## config.mk

```make
export PLATFORM = sky130hd
export DESIGN_NAME = singleport_ram64x8_design_flat
export DESIGN_NICKNAME = d
export VERILOG_FILES = /design/src/rtl/singleport_ram64x8_design_if.sv /design/src/rtl/singleport_ram64x8_design.sv /design/src/flat_wrapper.sv
export SDC_FILE = /design/constraint.sdc
export NUM_CORES = 1
export LEC_CHECK = 0
export CAP_MARGIN = 0
export CORE_ASPECT_RATIO = 1.5
export CORE_MARGIN = 3
export CORE_UTILIZATION = 40
export CTS_BUF_LIST = sky130_fd_sc_hd__clkbuf_16
export DETAILED_ROUTE_END_ITERATION = 8
export GPL_TIMING_DRIVEN = 0
export PLACE_DENSITY_LB_ADDON = 0.25
export SLEW_MARGIN = 10
export SYNTH_ARGS = -nofsm -noshare
export SYNTH_HDL_FRONTEND = slang
export SYNTH_SLANG_ARGS = --single-unit
```

## constraint.sdc

```tcl
create_clock -name clk -period 2.1 [get_ports clk]
set_clock_uncertainty 0.05 [all_clocks]
set_input_delay 0.315 -clock clk [delete_from_list [all_inputs] [get_ports clk]]
set_output_delay 0.315 -clock clk [all_outputs]
set_load 0.05 [all_outputs]
```

## src/rtl/singleport_ram64x8_design_if.sv

```systemverilog
// Bus bundle for the 64x8 single-port RAM: access controls, address, write data and
// registered read data. The master drives the access and the slave returns data_out.
interface singleport_ram64x8_design_if;
   logic       enable;
   logic       read;
   logic [5:0] address;
   logic [7:0] data_in;
   logic [7:0] data_out;

   modport master (
      output enable,
      output read,
      output address,
      output data_in,
      input  data_out
   );

   modport slave (
      input  enable,
      input  read,
      input  address,
      input  data_in,
      output data_out
   );
endinterface

```

## src/rtl/singleport_ram64x8_design.sv

```systemverilog
// 64-word x 8-bit single-port RAM with a registered read port and a synchronous clear.
// Define RAM_WRITE_THROUGH_EN so that writes also update data_out at the same edge.
module singleport_ram64x8_design (
   input logic                          clk,
   input logic                          reset,
   singleport_ram64x8_design_if.slave   bus
);
   logic [7:0] mem [64];
   logic [7:0] data_q;
   logic       do_write;
   logic       do_read;

   assign do_write = bus.enable && !bus.read;
   assign do_read  = bus.enable &&  bus.read;

   // Reset clears the whole array, so the storage cannot be inferred as a plain block RAM.
   always_ff @(posedge clk) begin
      if (reset) begin
         for (int i = 0; i < 64; i++) begin
            mem[i[5:0]] <= 8'h00;
         end
      end else if (do_write) begin
         mem[bus.address] <= bus.data_in;
      end
   end

   // Output register: it updates only on a read, or on a write in the write-through build.
   always_ff @(posedge clk) begin
      if (reset) begin
         data_q <= 8'h00;
      end else if (do_read) begin
         data_q <= mem[bus.address];
      end
`ifdef RAM_WRITE_THROUGH_EN
      else if (do_write) begin
         data_q <= bus.data_in;
      end
`else
      else begin
         data_q <= data_q;
      end
`endif
   end

   assign bus.data_out = data_q;
endmodule

```

## src/flat_wrapper.sv

```systemverilog
// flat-port wrapper written by rule: the top's interface ports become plain ports
module singleport_ram64x8_design_flat 
  (clk, reset, bus_enable, bus_read, bus_address, bus_data_in, bus_data_out);
  singleport_ram64x8_design_if bus_i ();
  input logic clk;
  input logic reset;
  input wire logic [$bits(bus_i.enable)-1:0] bus_enable;
  input wire logic [$bits(bus_i.read)-1:0] bus_read;
  input wire logic [$bits(bus_i.address)-1:0] bus_address;
  input wire logic [$bits(bus_i.data_in)-1:0] bus_data_in;
  output wire logic [$bits(bus_i.data_out)-1:0] bus_data_out;
  assign bus_i.enable = bus_enable;
  assign bus_i.read = bus_read;
  assign bus_i.address = bus_address;
  assign bus_i.data_in = bus_data_in;
  assign bus_data_out = bus_i.data_out;
  singleport_ram64x8_design u_core (.clk(clk), .reset(reset), .bus(bus_i));
endmodule
```

==> impl_metrics.tcl, run 1 <==
set metrics [dict create \
    status "finished, final reports clean" \
    postPlaceCellArea_mm2 0.02523 \
    netlist_area_mm2 0.02413 \
    synth_cell_type_count 38 \
    end_kind "register" \
    ioPinCount 26 \
    hold_depth 4 \
    antenna_found_initial 3 \
    cp.depth 8 \
    root_buffer "clkbuf_16" \
    drt-initial-drc-count 1331 \
    place_congestion 0.9398 \
    cpMaxStageDelayCell "mux4_2" \
    cts_hold_buf 0 \
    grt_pass1_wl_mm 103.5 \
    rrSetupSlack_ps 40 \
    cts_max_path_buffers 3 \
    path_cells "dlygate4sd2_1, buf_8, buf_6, mux4_2, mux2i_2, o22ai_1, nor2_1, a211oi_1" \
    netlist_instances 1610 \
    seq_area_frac_synth_pct 64.39 \
    clkTransAtPathRegs_ps 70 \
    crit_arrival_ps 2490 \
    antenna_left 0 \
    r2r_cells 5 \
    cp.required_ps 2490 \
    cts_sinks 520 \
    postSynthAreaPerCell_um2 14.98 \
    layout_worst_path_cycle_share_pct 99.92 \
    slew_viol_final 0 \
    power_density_mw_per_mm2 803.1 \
    rows 109 \
    tightest_slew_ps 1250 \
    first_global_vias 14707 \
    grt-ovfl-total 0 \
    max_freq_mhz 476.6 \
    grtUsageTotal_pct 22.87 \
    path_max_fanout 10 \
    fin_util_pct 47.12 \
    max_slew_margin_pct 16.65 \
    hold_path.class "input port to register" \
    drc 0 \
    drv_cap 0 \
    wl_met3_mm 4.537 \
    crit_type "input port to register" \
    max-vdd-ir-drop_uv 623.2 \
    min_period_ps 2098 \
    slowest_delay_ps 560 \
    p_leak_nw 9.734 \
    detail_route.first_pass.iterations 6 \
    synth-seq-cells 520 \
    die_width_um 206.5 \
    synth_nets 1628 \
    hold_viol_final 0 \
    area_delta_synth_final_pct 15.86 \
    wl_mm 71.81 \
    drt-wirelength-per-cell_um 28.33 \
    start_util_pct 40.67 \
    htreeDepth 2 \
    grt_max_degree 15 \
    drive_gt1_share_pct 23.87 \
    highest_layer "met4" \
    power_mw 22.45 \
    crit_family "multiplexers" \
    core_mm2 0.05933 \
    dpl.hpwl_mm 50.42 \
    critPathBufInv 3 \
    die_area_mm2 0.06336 \
    cts_made_buffers 48 \
    met2_length_mm 37.32 \
    wl_met1_mm 25.81 \
    tns_ps 0 \
    vias 14201 \
    nets 1736 \
    critPathLaunchType "input port" \
    worstSkewPairLatency_ps 580 \
    post_drt_via_cell_ratio 5.602 \
    yosys_warnings 0 \
    cts_tree "yes" \
    die_h_um 306.8 \
    finalSetupViolCount 0 \
    fin_area_mm2 0.02795 \
    portBuffers 12 \
]
## layout by cell type, fill, tap and decap left out, types with 3 or more instances in the layout
| master | n |
|---|---|
| a2111oi_4 | 3 |
| a211oi_1 | 7 |
| a21oi_1 | 7 |
| a221oi_1 | 3 |
| a22oi_1 | 9 |
| and2_1 | 514 |
| buf_1 | 8 |
| buf_2 | 16 |
| buf_4 | 53 |
| buf_6 | 14 |
| buf_8 | 3 |
| clkbuf_1 | 59 |
| clkbuf_16 | 50 |
| clkbuf_2 | 10 |
| clkdlybuf4s50_1 | 3 |
| clkinv_1 | 13 |
| clkinv_2 | 3 |
| dfxtp_1 | 8 |
| diode_2 | 3 |
| dlygate4sd2_1 | 9 |
| edfxtp_1 | 512 |
| inv_1 | 20 |
| mux2i_1 | 77 |
| mux2i_2 | 13 |
| mux2i_4 | 4 |
| mux4_1 | 8 |
| mux4_2 | 98 |
| nand2_1 | 9 |
| nand2_4 | 4 |
| nand3_1 | 5 |
| nand3b_1 | 3 |
| nor2_1 | 23 |
| nor2_4 | 66 |
| nor2b_1 | 4 |
| o22ai_1 | 21 |
| or2_2 | 32 |
| or2_4 | 32 |
## cell usage after synthesis (all sizes together)
cell type | number | area [µm²]
or3 | 1 | 6.260
dfxtp | 8 | 160.2
clkbuf | 73 | 274.0
a221oi | 4 | 35.03
a21oi | 7 | 35.03
nor4b | 1 | 23.77
nor4 | 3 | 18.77
or3b | 2 | 17.52
a211oi | 7 | 52.55
edfxtp | 512 | 15370
mux4 | 106 | 2417
a31oi | 2 | 12.51
a22oi | 9 | 67.56
and2 | 514 | 3216
nand3 | 7 | 40.04
mux2i | 94 | 940.9
a311oi | 2 | 17.52
a221o | 2 | 20.02
and4bb | 1 | 12.51
and4 | 1 | 8.760
buf | 46 | 299.0
nand2 | 15 | 56.30
nand3b | 3 | 22.52
nor2b | 6 | 37.54
nor2 | 89 | 354.1
o22ai | 21 | 131.4
or2 | 64 | 400.4
a2111oi | 6 | 53.80
inv | 2 | 7.510
and3 | 2 | 12.51
## cell families after synthesis
family                 share of synthesized area [%]
buffers and inverters                          2.406
flip-flops                                     64.39
AO/OA/AOI/OAI                                  1.763
AND/OR/NAND/NOR                                17.52
multiplexers                                   13.92
## what timing repair did
item	in CTS	in global routing
pin swaps	21	20
buffers inserted	21	26
setup endpoints to repair	1040	394
gates resized for setup	217	37
## registers in the layout, summed over array words and instances, names as in the netlist
name,count
u_core.bus.data_out,8
u_core.mem,512
## cell type report
cell class              count  area [µm²]
diodes                      3       7.507
plain buffers             118       636.9
clock buffers              50        1251
clock inverters            37       207.7
fillers                  5142       31370
inverters                   2       7.507
multi-input cells         969        8841
flip-flops and latches    520       15530
well taps                 777       972.2
repair buffers             59       494.2
## metal layers
layer | up-vias | global-route usage (%)
met5 | - | 0
met4 | 0 | 11.36
met3 | 165 | 3.103
met2 | 575 | 40.05
met1 | 7344 | 27.58
li1 | 6117 | -
## where the power goes
group	switching [mW]	total, mW	leakage (nW)	internal (mW)
combinational	1.29	2.00	4.03	0.714
clock	3.87	8.39	0.779	4.52
sequential	0.159	12.1	4.93	11.9
## worst paths after layout
kind	from	end
setup / recovery	bus_address[1]	u_core.bus.data_out[5]$_SDFFE_PP0P_
hold / removal	bus_address[3]	u_core.bus.data_out[6]$_SDFFE_PP0P_
setup reg to reg	u_core.mem[58][1]$_SDFFCE_PN0P_	u_core.bus.data_out[1]$_SDFFE_PP0P_
hold reg to reg	u_core.bus.data_out[4]$_SDFFE_PP0P_	u_core.bus.data_out[4]$_SDFFE_PP0P_
## worst register-to-register path, stage by stage (launching register included)
cell       delay (ps)
edfxtp_1          390
mux4_2            490
mux2i_2           320
nor2_1            150
a2111oi_4         420
a211oi_1          120
## stage by stage
stage | cells | hold slack (ps) | worst slack [ps]
after floorplan | 1610 | 607.3 | -60.93
after global placement | 2399 | 480.2 | -2294
after detailed placement | 2399 | 477.2 | -2279
after CTS | 2507 | 242.8 | 2.904
after global routing | 2534 | 342.8 | -3.049
final | 2535 | 298.6 | 1.775
Note: power is estimated with default switching activity, not from simulation.
==> inputs of run 2 (changes only) <==
Settings changed: CORE_UTILIZATION 40 to 53.
==> impl_metrics.tcl, run 2 (same netlist as run 1, synthesis figures left out) <==
set metrics [dict create \
    status "complete, but fails checks" \
    violations "design-rule violations" \
    portBuffers 12 \
    cts_max_path_buffers 3 \
    die_h_um 267.3 \
    detail_route.first_pass.iterations 9 \
    first_global_vias 14827 \
    post_drt_via_cell_ratio 6.132 \
    finalSetupViolCount 0 \
    max-vdd-ir-drop_uv 797.5 \
    hold_viol_final 0 \
    p_int_mw 17.33 \
    layout_commonest_cell "and2_1" \
    most-common-layout-cells "and2_1 (514), edfxtp_1 (512), mux4_2 (98), mux2i_1 (73), nor2_4 (66)" \
    antenna_found_initial 0 \
    cts_hold_buf 0 \
    r2r_cells 5 \
    clock_power_share_pct 37.7 \
    fin_cells 2317 \
    r2r-start "u_core.mem[38][5]$_SDFFCE_PN0P_" \
    root_buffer "clkbuf_16" \
    die_width_um 180.2 \
    max_freq_mhz 477.1 \
    area_delta_synth_final_pct 14.53 \
    switching_power_mw 5.230 \
    drive_gt1_share_pct 23.41 \
    slew_viol_final 0 \
    p_leak_nw 9.626 \
    pwr-share-comb_pct 8.9 \
    r2r-end "u_core.bus.data_out[5]$_SDFFE_PP0P_" \
    grt_pass1_wl_mm 98.49 \
    placed_cells 2204 \
    grt_max_degree 16 \
    grt-ovfl-total 0 \
    hold_path.class "input port to register" \
    path_max_fanout 1 \
    cp.required_ps 2480 \
    drt-wirelength-per-cell_um 29.04 \
    power_mw 22.56 \
    cts_made_buffers 48 \
    critPathLaunchType "register" \
    rrSetupSlack_ps 4 \
    fin_area_mm2 0.02763 \
    postPlaceCellArea_mm2 0.02499 \
    core_mm2 0.04493 \
    seq_area_mm2 0.01553 \
    seqPwrFrac_pct 53.4 \
    top_register "u_core.mem" \
    rows 95 \
    die_area_mm2 0.04817 \
    htreeDepth 2 \
    worstSkewPairLatency_ps 580 \
    startpoint "u_core.mem[38][5]$_SDFFCE_PN0P_" \
    layout_worst_path_cycle_share_pct 99.81 \
    drt-initial-drc-count 1857 \
    crit_type "register to register" \
    place_congestion 0.9745 \
    clkTransAtPathRegs_ps 60 \
    ioPinCount 26 \
    start_util_pct 53.70 \
    multi_input_area_mm2 0.008877 \
    power_density_mw_per_mm2 816.5 \
    switching_share_pct 23.18 \
    largest_reg_flops 512 \
    wl_mm 67.28 \
    min_period_ps 2096 \
    cts_sinks 520 \
    nets 1714 \
    tightest_slew_ps 1308 \
    end_kind "register" \
    drv_cap 0 \
    crit_arrival_ps 2470 \
    grtUsageTotal_pct 28.08 \
    hold_depth 4 \
    max_slew_margin_pct 12.79 \
    fill_cells 3343 \
    antenna_left 0 \
    cts_tree "yes" \
    dpl.hpwl_mm 47.00 \
    vias 14209 \
    drc 1 \
    min_from "bus_address[3]" \
    min_to "u_core.bus.data_out[6]$_SDFFE_PP0P_" \
]
-- run 2: what timing repair did --
item | 4_1_cts | 5_1_grt
hold endpoints to repair | 0 | 0
gates cloned | 0 | 0
gates resized for setup | 237 | 31
buffers inserted | 10 | 14
pin swaps | 6 | 17
setup endpoints to repair | 1040 | 275
-- run 2: worst max-delay path, cell delays in order, from the launching register on --
cell	delay, ps
edfxtp_1	360
mux4_1	580
mux2i_2	260
o22ai_1	180
a2111oi_4	390
a211oi_1	130
-- run 2: worst max path at each step --
stage                                                     end  slack (ps)  cells past startpoint
after floorplan               u_core.mem[42][0]$_SDFFCE_PN0P_         -60                      7
after global placement        u_core.mem[31][2]$_SDFFCE_PN0P_       -2190                      7
after detailed placement      u_core.mem[31][5]$_SDFFCE_PN0P_       -2200                      7
after CTS                 u_core.bus.data_out[2]$_SDFFE_PP0P_           6                      7
after global routing           u_core.mem[6][5]$_SDFFCE_PN0P_          -9                      9
final                     u_core.bus.data_out[5]$_SDFFE_PP0P_           4                      5
-- run 2: final cells by class --
cell class                      instances  area share (%)
Sequential cell                       520           56.22
Multi-Input combinational cell        969           32.13
Clock buffer                           49           4.438
Tap cell                              582           2.635
Buffer                                119           2.368
Timing Repair Buffer                   36           1.195
Clock inverter                         39          0.9781
Inverter                                2         0.02717
Antenna cell                            1        0.009056
-- run 2: layer usage --
| metal | track usage (%) | vias up | wire length [µm] |
|---|---|---|---|
| met5 | 0 | - | 0 |
| met4 | 15.80 | 0 | 4556 |
| met3 | 5.014 | 213 | 5232 |
| met2 | 48.58 | 738 | 34100 |
| met1 | 33.39 | 7173 | 23390 |
| li1 | - | 6085 | - |
-- run 2: power groups by stage --
stage                     registers [mW]  clock network (mW)  logic, mW
after floorplan                     12.2                   0       1.09
after global placement              12.2                   0       1.78
after detailed placement            12.3                   0       1.80
after CTS                           12.1                8.52       1.97
after global routing                12.1                8.93       2.08
final                               12.1                8.50       2.01
-- run 2: metrics by stage --
| stage | setup WS [ps] | setup TNS, ps | hold slack, ps | utilization [%] |
|---|---|---|---|---|
| 6_report | 3.963 | 0 | 270.7 | 61.50 |
| 3_3_place_gp | -2189 | -1500380 | 474.4 | 55.61 |
| 5_1_grt | -8.691 | -24.93 | 279.4 | 61.49 |
| 3_5_place_dp | -2201 | -1498260 | 474.7 | 55.61 |
| 4_1_cts | 5.842 | 0 | 207.9 | 61.12 |
| 2_1_floorplan | -60.93 | -15170 | 607.3 | - |
